<file path="src/rtl/priority_alarm_ctrl.sv">
// Clocked N-channel priority alarm: edge-latched pending bits, masked priority
// report, operator ack/silence and a blinking alarm drive.
module priority_alarm_ctrl #(
    parameter int N         = 4,
    parameter int IDW       = 2,
    parameter int BLINK_DIV = 4
) (
    input  logic           clk,
    input  logic           rst,
    input  logic [N-1:0]   in_alarm,
    input  logic [N-1:0]   in_mask,
    input  logic           in_ack,
    input  logic           in_silence,
    output logic           out_valid,
    output logic [IDW-1:0] out_id,
    output logic [N-1:0]   out_pending,
    output logic           out_alarm
);

    localparam int CW = (BLINK_DIV > 1) ? $clog2(BLINK_DIV) : 1;
    localparam logic [CW-1:0] CNT_MAX = CW'(BLINK_DIV - 1);

    typedef enum logic [1:0] {
        ST_IDLE,
        ST_ALERT,
        ST_SILENCE
    } state_t;

    logic [N-1:0]   r_in;
    logic [N-1:0]   r_in_d;
    logic [N-1:0]   r_pending;
    state_t         r_state;
    logic [CW-1:0]  r_cnt;
    logic           r_phase;
    logic           r_alarm;

    logic [N-1:0]   w_edge;
    logic [N-1:0]   w_eff;
    logic [N-1:0]   w_clr;
    logic           w_valid;
    logic [IDW-1:0] w_id;
    logic           w_new_evt;
    state_t         w_state_next;
    logic [CW-1:0]  w_cnt_next;
    logic           w_phase_next;

    assign w_edge    = r_in & ~r_in_d;
    assign w_eff     = r_pending & ~in_mask;
    assign w_valid   = |w_eff;
    assign w_new_evt = |(w_edge & ~in_mask);
    assign w_clr     = (in_ack && w_valid) ? (N'(1) << w_id) : '0;

    // Scan from the top down so the lowest-numbered channel is written last and wins.
    always_comb begin
        w_id = '0;
        for (int i = N - 1; i >= 0; i--) begin
            if (w_eff[i]) w_id = IDW'(i);
        end
    end

    // NOTE: every always_comb output gets a default first so no path can infer a latch.
    always_comb begin
        w_state_next = r_state;
        case (r_state)
            ST_IDLE: begin
                if (w_valid) w_state_next = ST_ALERT;
            end
            ST_ALERT: begin
                if (!w_valid)       w_state_next = ST_IDLE;
                else if (in_silence) w_state_next = ST_SILENCE;
            end
            ST_SILENCE: begin
                if (!w_valid)       w_state_next = ST_IDLE;
                else if (w_new_evt) w_state_next = ST_ALERT;
            end
            default: w_state_next = ST_IDLE;
        endcase
    end

    always_comb begin
        w_cnt_next   = r_cnt;
        w_phase_next = r_phase;
        if (w_state_next == ST_ALERT) begin
            if (r_state != ST_ALERT) begin
                w_cnt_next   = '0;
                w_phase_next = 1'b1;
            end else if (r_cnt == CNT_MAX) begin
                w_cnt_next   = '0;
                w_phase_next = ~r_phase;
            end else begin
                w_cnt_next   = r_cnt + 1'b1;
            end
        end
    end

    // NOTE: sequential state uses non-blocking assignments so all registers see pre-edge values.
    always_ff @(posedge clk or posedge rst) begin
        if (rst) begin
            // Sync stages come out of reset as all-ones: inputs still held high
            // see no rising edge and are not re-latched after reset.
            r_in      <= '1;
            r_in_d    <= '1;
            r_pending <= '0;
            r_state   <= ST_IDLE;
            r_cnt     <= '0;
            r_phase   <= 1'b0;
            r_alarm   <= 1'b0;
        end else begin
            r_in      <= in_alarm;
            r_in_d    <= r_in;
            r_pending <= (r_pending & ~w_clr) | w_edge;
            r_state   <= w_state_next;
            r_cnt     <= w_cnt_next;
            r_phase   <= w_phase_next;
            r_alarm   <= (w_state_next == ST_ALERT) && w_phase_next;
        end
    end

    assign out_valid   = w_valid;
    assign out_id      = w_id;
    assign out_pending = r_pending;
    assign out_alarm   = r_alarm;

endmodule

</file>
<file path="config.mk">
export PLATFORM = sky130hd
export DESIGN_NAME = priority_alarm_ctrl
export DESIGN_NICKNAME = d
export VERILOG_FILES = /design/src/rtl/priority_alarm_ctrl.sv
export SDC_FILE = /design/constraint.sdc
export NUM_CORES = 1
export LEC_CHECK = 0
export ABC_CLOCK_PERIOD_IN_PS = 2800
export BUFFER_PORTS_ARGS = -buffer_cell sky130_fd_sc_hd__buf_4
export CORE_MARGIN = 2
export CORE_UTILIZATION = 35
export DETAILED_ROUTE_END_ITERATION = 16
export PLACE_DENSITY_LB_ADDON = 0.1
export SETUP_SLACK_MARGIN = 0.1
export SLEW_MARGIN = 20
export SYNTH_ARGS = -nofsm -noshare
export SYNTH_HDL_FRONTEND = slang
export SYNTH_SLANG_ARGS = --single-unit
</file>
<file path="constraint.sdc">
create_clock -name clk -period 2.8 [get_ports clk]
set_input_delay 0.84 -clock clk [delete_from_list [all_inputs] [get_ports clk]]
set_output_delay 0.84 -clock clk [all_outputs]
set_load 0.005 [all_outputs]
</file>
# Yosys cells after proc, flatten, opt, wreduce, memory -nomap -nowiden

Cells that the tools add are included.

Add/subtract/negate cells: 1
Eq/ne operators: 5
Shift-type cells: 1
Mux-type cells: 16
Bitwise gates (word level): 9
Reductions and logical operators: 5

Operator list:

| cell                | count |
|---|---|
| $mux 2              | 11 |
| $and 4x4->4         | 4 |
| $not 4->4           | 3 |
| $reduce_or 4->1     | 2 |
| $pmux 2 s3          | 1 |
| $eq 2x1->1 const B  | 2 |
| $eq 2x2->1 const B  | 2 |
| $mux 4              | 1 |
| $or 4x4->4          | 1 |
| $shl 1x2->4 const A | 1 |
| $mux 1              | 3 |
| $add 2x1->2 const B | 1 |
| $logic_and 1x1->1   | 2 |
| $logic_not 2->1     | 1 |
| $ne 2x1->1 const B  | 1 |
| $not 1->1           | 1 |

Flip-flop bits (word level): 18
Bits of input ports: 12
Output and inout bits: 8
Word-level logic and storage cells: 44

# Longest topological paths before layout

Gate-level depths: netlist (run 1).

Word-level depth: 11
Gate-level depth with buffers: 4
Gate-level depth less buffers: 4

# Worst setup path after synthesis (run 1)

No wires, ideal clock.

Path kind: input -> output
Start point: input in_mask[2]
End point: output out_id[0]
Arrival time: 1270 ps
Data required time: 1960 ps
Setup slack: 690 ps
Stages: 3
Cells stage by stage: nand2b_1 > nand3_1 > a21boi_0

Cells in the longest elaborated chain, start to end: 5

RTL lines:

| item                 | line | RTL |
|---|---|---|
| start, declared      | 11   | `input logic [N-1:0] in_mask,` |
| $not 4->4            | 48   | `assign w_eff = r_pending & ~in_mask;` |
| $and 4x4->4          | 48   |  |
| $mux 2 (3 in series) | 57   | `if (w_eff[i]) w_id = IDW'(i);` |
| end, declared        | 15   | `output logic [IDW-1:0] out_id,` |

Every way passes these cells.

# Worst setup path after layout (run 1)

Same ends and word-level chain as after synthesis.

==> results of run 1 <==
==> metrics by stage <==
stage | setup WS [ns] | cell area [um^2]
6_report | 0.368 | 1010
5_1_grt | 0.329 | 1010
4_1_cts | 0.378 | 1010
3_5_place_dp | 0.381 | 972
3_3_place_gp | 0.364 | 972
2_1_floorplan | 0.690 | 795
==> registers in the layout, summed over array words and instances, names as in the netlist <==
name,flops
out_alarm,1
out_pending,4
r_cnt,2
r_in,4
r_in_d,4
r_phase,1
r_state,2
==> report_power, final <==
part           total [uW]  internal [uW]  switching [uW]  leakage (uW)
sequential            347            313            34.0      0.000198
clock                 156           79.1            77.1     0.0000210
combinational         212            114            98.7      0.000258
==> placed cells by master, fill, tap and decap left out, types with 2 or more instances in the layout <==
master	netlist	routed
buf_4	0	19
dfrtp_1	10	10
inv_1	9	9
o21ai_0	8	8
dfstp_2	8	8
nand2b_1	6	6
nand2_1	4	4
a21oi_1	3	3
clkbuf_4	0	3
or3b_1	2	2
nand3_1	2	2
==> final timing paths <==
check                             startpoint                  endpoint  cells past startpoint
hold reg to reg            r_in[1]$_DFF_PP1_       r_in_d[1]$_DFF_PP1_                      0
min in group asynchronous                rst  out_pending[1]$_DFF_PP0_                      2
max in group asynchronous                rst      r_cnt[0]$_DFFE_PP0N_                      2
setup reg to reg           r_in[3]$_DFF_PP1_      r_cnt[0]$_DFFE_PP0N_                      4
setup / recovery                  in_mask[2]                 out_id[0]                      5
hold / removal             r_in[1]$_DFF_PP1_       r_in_d[1]$_DFF_PP1_                      0
==> synth_stat cells <==
| cell type | instances | area [um^2] |
|---|---|---|
| dfrtp_1 | 10 | 250 |
| inv_1 | 9 | 33.8 |
| dfstp_2 | 8 | 210 |
| o21ai_0 | 8 | 40.0 |
| nand2b_1 | 6 | 37.5 |
| nand2_1 | 4 | 15.0 |
| a21oi_1 | 3 | 15.0 |
| nand3_1 | 2 | 10.0 |
| or3b_1 | 2 | 17.5 |
| a21boi_0 | 1 | 7.51 |
| a32o_1 | 1 | 10.0 |
| and2_1 | 1 | 6.26 |
| and3_1 | 1 | 6.26 |
| ha_1 | 1 | 12.5 |
| mux2_4 | 1 | 15.0 |
| nand3b_1 | 1 | 7.51 |
| nand4_2 | 1 | 12.5 |
| nor2_1 | 1 | 3.75 |
| nor2b_1 | 1 | 6.26 |
| nor3_1 | 1 | 5.00 |
| o211ai_4 | 1 | 21.3 |
| o22ai_1 | 1 | 6.26 |
| o311ai_2 | 1 | 16.3 |
| o31ai_1 | 1 | 7.51 |
| o31ai_2 | 1 | 12.5 |
| xnor2_1 | 1 | 8.76 |
==> layer usage <==
metal	wire [um]	GRT usage, %	share of wire, %
met1	648	17.4	49
met2	591	16.7	45
met3	68	3.45	5.1
met4	14	6.58	1.1
met5	0	0	0
==> cells by family (layout without fill, tap and decap cells) <==
| family | after synthesis | after routing | synth area share, % |
|---|---|---|---|
| AND/OR/NAND/NOR | 21 | 21 | 16.1 |
| AO/OA/AOI/OAI | 18 | 18 | 17.2 |
| flip-flops | 18 | 18 | 58.0 |
| buffers and inverters | 9 | 32 | 4.25 |
| adder cells (fa/ha/maj) | 1 | 1 | 1.57 |
| XOR/XNOR | 1 | 1 | 1.10 |
| multiplexers | 1 | 1 | 1.89 |
==> critical path: stages <==
cell,delay (ns)
buf_4,0.09
nand2b_1,0.18
nand3_1,0.09
a21boi_0,0.24
buf_4,0.16
==> final cells by class <==
type	instances	area, um^2	area share, %
well taps	28	35.0	3.47
inverters	9	33.8	3.35
clock buffers	4	36.3	3.60
flip-flops and latches	18	460	45.7
repair buffers	19	143	14.1
multi-input cells	42	300	29.8
==> impl_metrics.env, run 1 <==
export IMPL_critPathRequiredTime_ns=1.96
export IMPL_period_minus_slack_ns=2.43
export IMPL_cts_hold_buf=0
export IMPL_core_mm2=0.00217
export IMPL_track_usage_pct=12.2
export IMPL_drive_above_1_share_pct=39.1
export IMPL_htree_levels=1
export IMPL_finalHoldViolCount=0
export IMPL_drv_cap=0
export IMPL_end_kind="output pin"
export IMPL_whs_ns=0.372
export IMPL_min_path_type="reg -> reg"
export IMPL_grt_ovfl_total=0
export IMPL_leakage_uw=0.000477
export IMPL_yosysSeqAreaShare_pct=58.0
export IMPL_num_fill_cells=216
export IMPL_worst_slew_pin_slew_ns=0.653
export IMPL_clkTransAtPathRegs_ns=0.10
export IMPL_synth_distinct_cells=26
export IMPL_start_util_pct=36.6
export IMPL_fin_cells=120
export IMPL_cts_resized=0
export IMPL_cts_sinks=18
export IMPL_syn_to_final_growth_pct=26.9
export IMPL_drt_pass1_iterations=4
export IMPL_routedWlPerCell_um=11.0
export IMPL_cts_tree="yes"
export IMPL_rsz0062_at_grt="no"
export IMPL_grt_pass1_vias=514
export IMPL_detail_route_antenna_nets=0
export IMPL_finalMaxSlewViolations=0
export IMPL_dp_cells=116
export IMPL_antenna_found_initial=0
export IMPL_clk_path_buf_depth=2
export IMPL_num_rows=17
export IMPL_clock_latency_ns=0.29
export IMPL_max_slew_margin_rel_pct=56.4
export IMPL_die_height_um=51.6
export IMPL_drt_iter0_drc=4
export IMPL_p_total_uw=716
export IMPL_irDropWorstVdd_mv=0.368
export IMPL_fin_util_pct=46.5
export IMPL_skew_ns=0.00732
export IMPL_finalSetupViolations=0
export IMPL_wl_um=1320
export IMPL_num_vias=547
export IMPL_ios=20
export IMPL_drc=0
export IMPL_synth_area_um2=795
export IMPL_arrival_ns=1.59
export IMPL_path_max_fanout=4
export IMPL_max_clock_freq_mhz=411
export IMPL_cts_root_buffer="clkbuf_4"
export IMPL_syn_nets=82
export IMPL_die_x_um=51.6
export IMPL_vias_per_cell=4.56
export IMPL_reg2reg_slack_ns=1.16
export IMPL_fin_crit_sh_pct=86.8
export IMPL_syn_mean_instance_area_um2=11.5
export IMPL_nNetsFinal=106
export IMPL_ys_seq_elements=18
export IMPL_diodes=0
export IMPL_cts_made_buffers=3
export IMPL_portBuffers=19
export IMPL_yosysWarnings=0
export IMPL_grt_pass1_wl_um=2330
export IMPL_die_area_mm2=0.00267
export IMPL_status="completed"
export IMPL_place_hpwl_um=1060
export IMPL_gp_congestion=0.712
export IMPL_critPathKind="in -> out"
export IMPL_grt_max_degree=19
export IMPL_cts_setup_buffers=0
export IMPL_tns_ns=0
export IMPL_syn_inst=69
export IMPL_start_kind="input port"
export IMPL_power_density_mw_per_mm2=710
Power figures use the tool's default switching activity.
==> run 2, diff against run 1 <==
- ABC_AREA: default -> 1
- ABC_CLOCK_PERIOD_IN_PS: 2800 -> 3150
- clock period: 2.8 -> 3.15 ns (I/O delays scaled with it)
==> impl_metrics.env, run 2 <==
export IMPL_power_density_mw_per_mm2=623
export IMPL_drv_cap=0
export IMPL_grt_pass1_vias=653
export IMPL_max_slew_margin_rel_pct=57.3
export IMPL_fin_crit_sh_pct=81.7
export IMPL_synthAdderAreaFrac_pct=1.47
export IMPL_seq_power_share_pct=47.6
export IMPL_worst_slew_pin_slew_ns=0.639
export IMPL_drt_pass1_iterations=4
export IMPL_skew_ns=0.00162
export IMPL_critPathMaxStageDelay_ns=0.19
export IMPL_clkTransAtPathRegs_ns=0.10
export IMPL_cpLargestDelayFamily="buffers and inverters"
export IMPL_place_hpwl_um=1130
export IMPL_arrival_ns=1.63
export IMPL_crit_chain="buf_4 > inv_2 > nand2_1 > a21oi_1 > nand2_1 > nand2_1 > buf_4"
export IMPL_mostFrequentLayoutCell="nand2_1"
export IMPL_synth_area_leaders="dfrtp_1 29%, dfstp_2 25%, nand2_1 9.7%, inv_1 4.9%, nand3_1 4.7%"
export IMPL_gp_congestion=0.765
export IMPL_tns_ns=0
export IMPL_synth_xor_area_share_pct=0
export IMPL_fin_cells=145
export IMPL_max_clock_freq_mhz=389
export IMPL_drc=0
export IMPL_synth_compound_area_share_pct=5.15
export IMPL_cts_tree="yes"
export IMPL_routedWlPerCell_um=9.69
export IMPL_p_sw_share_pct=32.8
export IMPL_design_area_mm2=0.00106
export IMPL_synth_top_family_by_area="simple AND/OR/NAND/NOR gates"
export IMPL_period_minus_slack_ns=2.57
export IMPL_grt_pass1_wl_um=2550
export IMPL_cts_hold_buf=0
export IMPL_clock_latency_ns=0.28
export IMPL_vias_per_cell=4.36
export IMPL_critPathKind="in -> out"
export IMPL_core_mm2=0.00225
export IMPL_leakage_uw=0.000564
export IMPL_antenna_found_initial=0
export IMPL_intPower_uw=445
export IMPL_num_rows=17
export IMPL_critPathRequiredTime_ns=2.20
export IMPL_irDropWorstVdd_mv=0.347
export IMPL_syn_inst=94
export IMPL_combPwrFrac_pct=31.5
export IMPL_synth_top_cell_by_area="dfrtp_1"
export IMPL_cts_setup_buffers=0
export IMPL_dp_cells=141
export IMPL_grt_max_degree=19
export IMPL_fin_util_pct=47.2
export IMPL_synth_edf_count=0
export IMPL_min_path_type="reg -> reg"
export IMPL_yosysWarnings=0
export IMPL_nNetsFinal=131
export IMPL_finalSetupViolations=0
export IMPL_async_flop_share_pct=100
export IMPL_wl_um=1410
export IMPL_cts_resized=0
export IMPL_rsz0062_at_grt="no"
export IMPL_power_switching_uw=217
export IMPL_cts_made_buffers=3
export IMPL_die_height_um=53.3
export IMPL_finalMaxSlewViolations=0
export IMPL_crit_buf_inv=3
export IMPL_syn_nets=107
export IMPL_ys_flop_type="dfrtp_1"
export IMPL_detail_route_antenna_nets=0
export IMPL_drt_iter0_drc=4
export IMPL_crit_slowest_cell="a21oi_1"
export IMPL_mostFrequentLayoutCells="22 x nand2_1, 19 x buf_4, 11 x inv_1"
export IMPL_cts_sinks=18
export IMPL_cts_root_buffer="clkbuf_4"
export IMPL_track_usage_pct=12.5
export IMPL_ios=20
export IMPL_portBuffers=19
export IMPL_synthMuxAreaShare_pct=0
export IMPL_drive_above_1_share_pct=45.3
export IMPL_synth_top_area_share_pct=29.5
export IMPL_die_x_um=53.3
export IMPL_post_dp_cell_area_mm2=0.00103
export IMPL_syn_mean_instance_area_um2=9.04
export IMPL_grt_ovfl_total=0
export IMPL_status="completed"
export IMPL_yosysSeqAreaShare_pct=54.2
export IMPL_synth_most_common_cell="nand2_1"
export IMPL_critical_path_most_common_cell="nand2_1"
export IMPL_synth_area_um2=850
export IMPL_reg2reg_slack_ns=1.90
export IMPL_synth_distinct_cells=19
export IMPL_p_clk_share_pct=20.9
export IMPL_num_fill_cells=240
export IMPL_yosys_area_share_simple_pct=30.8
export IMPL_finalHoldViolCount=0
export IMPL_clk_path_buf_depth=2
export IMPL_num_vias=632
export IMPL_syn_to_final_growth_pct=25.2
export IMPL_path_max_fanout=3
export IMPL_ys_top_cells_by_count="22 x nand2_1, 11 x inv_1, 10 x dfrtp_1"
export IMPL_die_area_mm2=0.00284
export IMPL_diodes=0
export IMPL_htree_levels=1
export IMPL_end_kind="output pin"
export IMPL_start_util_pct=37.7
export IMPL_start_kind="input port"
export IMPL_ys_seq_elements=18
## run 2: changes by cell type in the layout (fill, tap and decap cells not counted), moves of 2 or more
cell	delta
nand2_1	+18
o21ai_0	-8
nand3_1	+6
inv_2	+8
o21ai_1	+6
or3b_1	-2
a21oi_1	-2
nor2_4	+2
nand2b_1	-6
nand2_2	+6
inv_1	+2
nand2_4	+2
## run 2: layer usage
metal	vias to the layer above	track usage [%]	part of all wire, %
met4	0	6.41	1.0
met5	-	0	0
li1	334	-	-
met3	2	1.69	5.6
met1	279	15.5	50
met2	17	21.0	43
## run 2: power groups by stage
stage / Combinational [uW] / Sequential (uW) / Clock, uW
after detailed placement: 211 / 319 / 0
after CTS: 214 / 315 / 146
after floorplan: 144 / 314 / 0
final: 209 / 316 / 138
after global routing: 246 / 321 / 154
after global placement: 209 / 317 / 0
## run 2: area by class of cell
cell class / instances / area (um^2) / share of cell area (%)
Clock buffer: 4 / 36.3 / 3.41
Sequential cell: 18 / 460 / 43.3
Tap cell: 28 / 35.0 / 3.29
Inverter: 19 / 71.3 / 6.71
Timing Repair Buffer: 19 / 143 / 13.4
Multi-Input combinational cell: 57 / 318 / 29.9
## run 2: worst register-to-register path, stage by stage (launching register included)
cell and delay (ns):
dfrtp_1 0.41, ha_1 0.24, or2_2 0.29, nand3_1 0.06, nand3_1 0.10, nand2_1 0.09
## run 2: worst paths after layout
kind	startpoint	to	cells past startpoint
setup / recovery	in_mask[3]	out_id[0]	7
hold / removal	r_in[3]$_DFF_PP1_	r_in_d[3]$_DFF_PP1_	0
setup reg to reg	r_cnt[0]$_DFFE_PP0N_	r_phase$_DFF_PP0_	5
hold reg to reg	r_in[3]$_DFF_PP1_	r_in_d[3]$_DFF_PP1_	0
max in group asynchronous	rst	r_cnt[0]$_DFFE_PP0N_	2
min in group asynchronous	rst	out_pending[0]$_DFF_PP0_	2
## run 2: cells by family after synthesis
| group | count (synthesis) |
|---|---|
| AND/OR/NAND/NOR | 48 |
| buffers and inverters | 19 |
| flip-flops | 18 |
| AO/OA/AOI/OAI | 8 |
| adder cells (fa/ha/maj) | 1 |
## run 2: through the flow
stage               total power (uW)  worst slack, ns  hold slack, ns
floorplan                        459            0.867           0.354
global placement                 526            0.612           0.356
detailed placement               530            0.591           0.358
CTS                              675            0.586           0.373
global route                     721            0.514           0.380
finish                           663            0.577           0.371
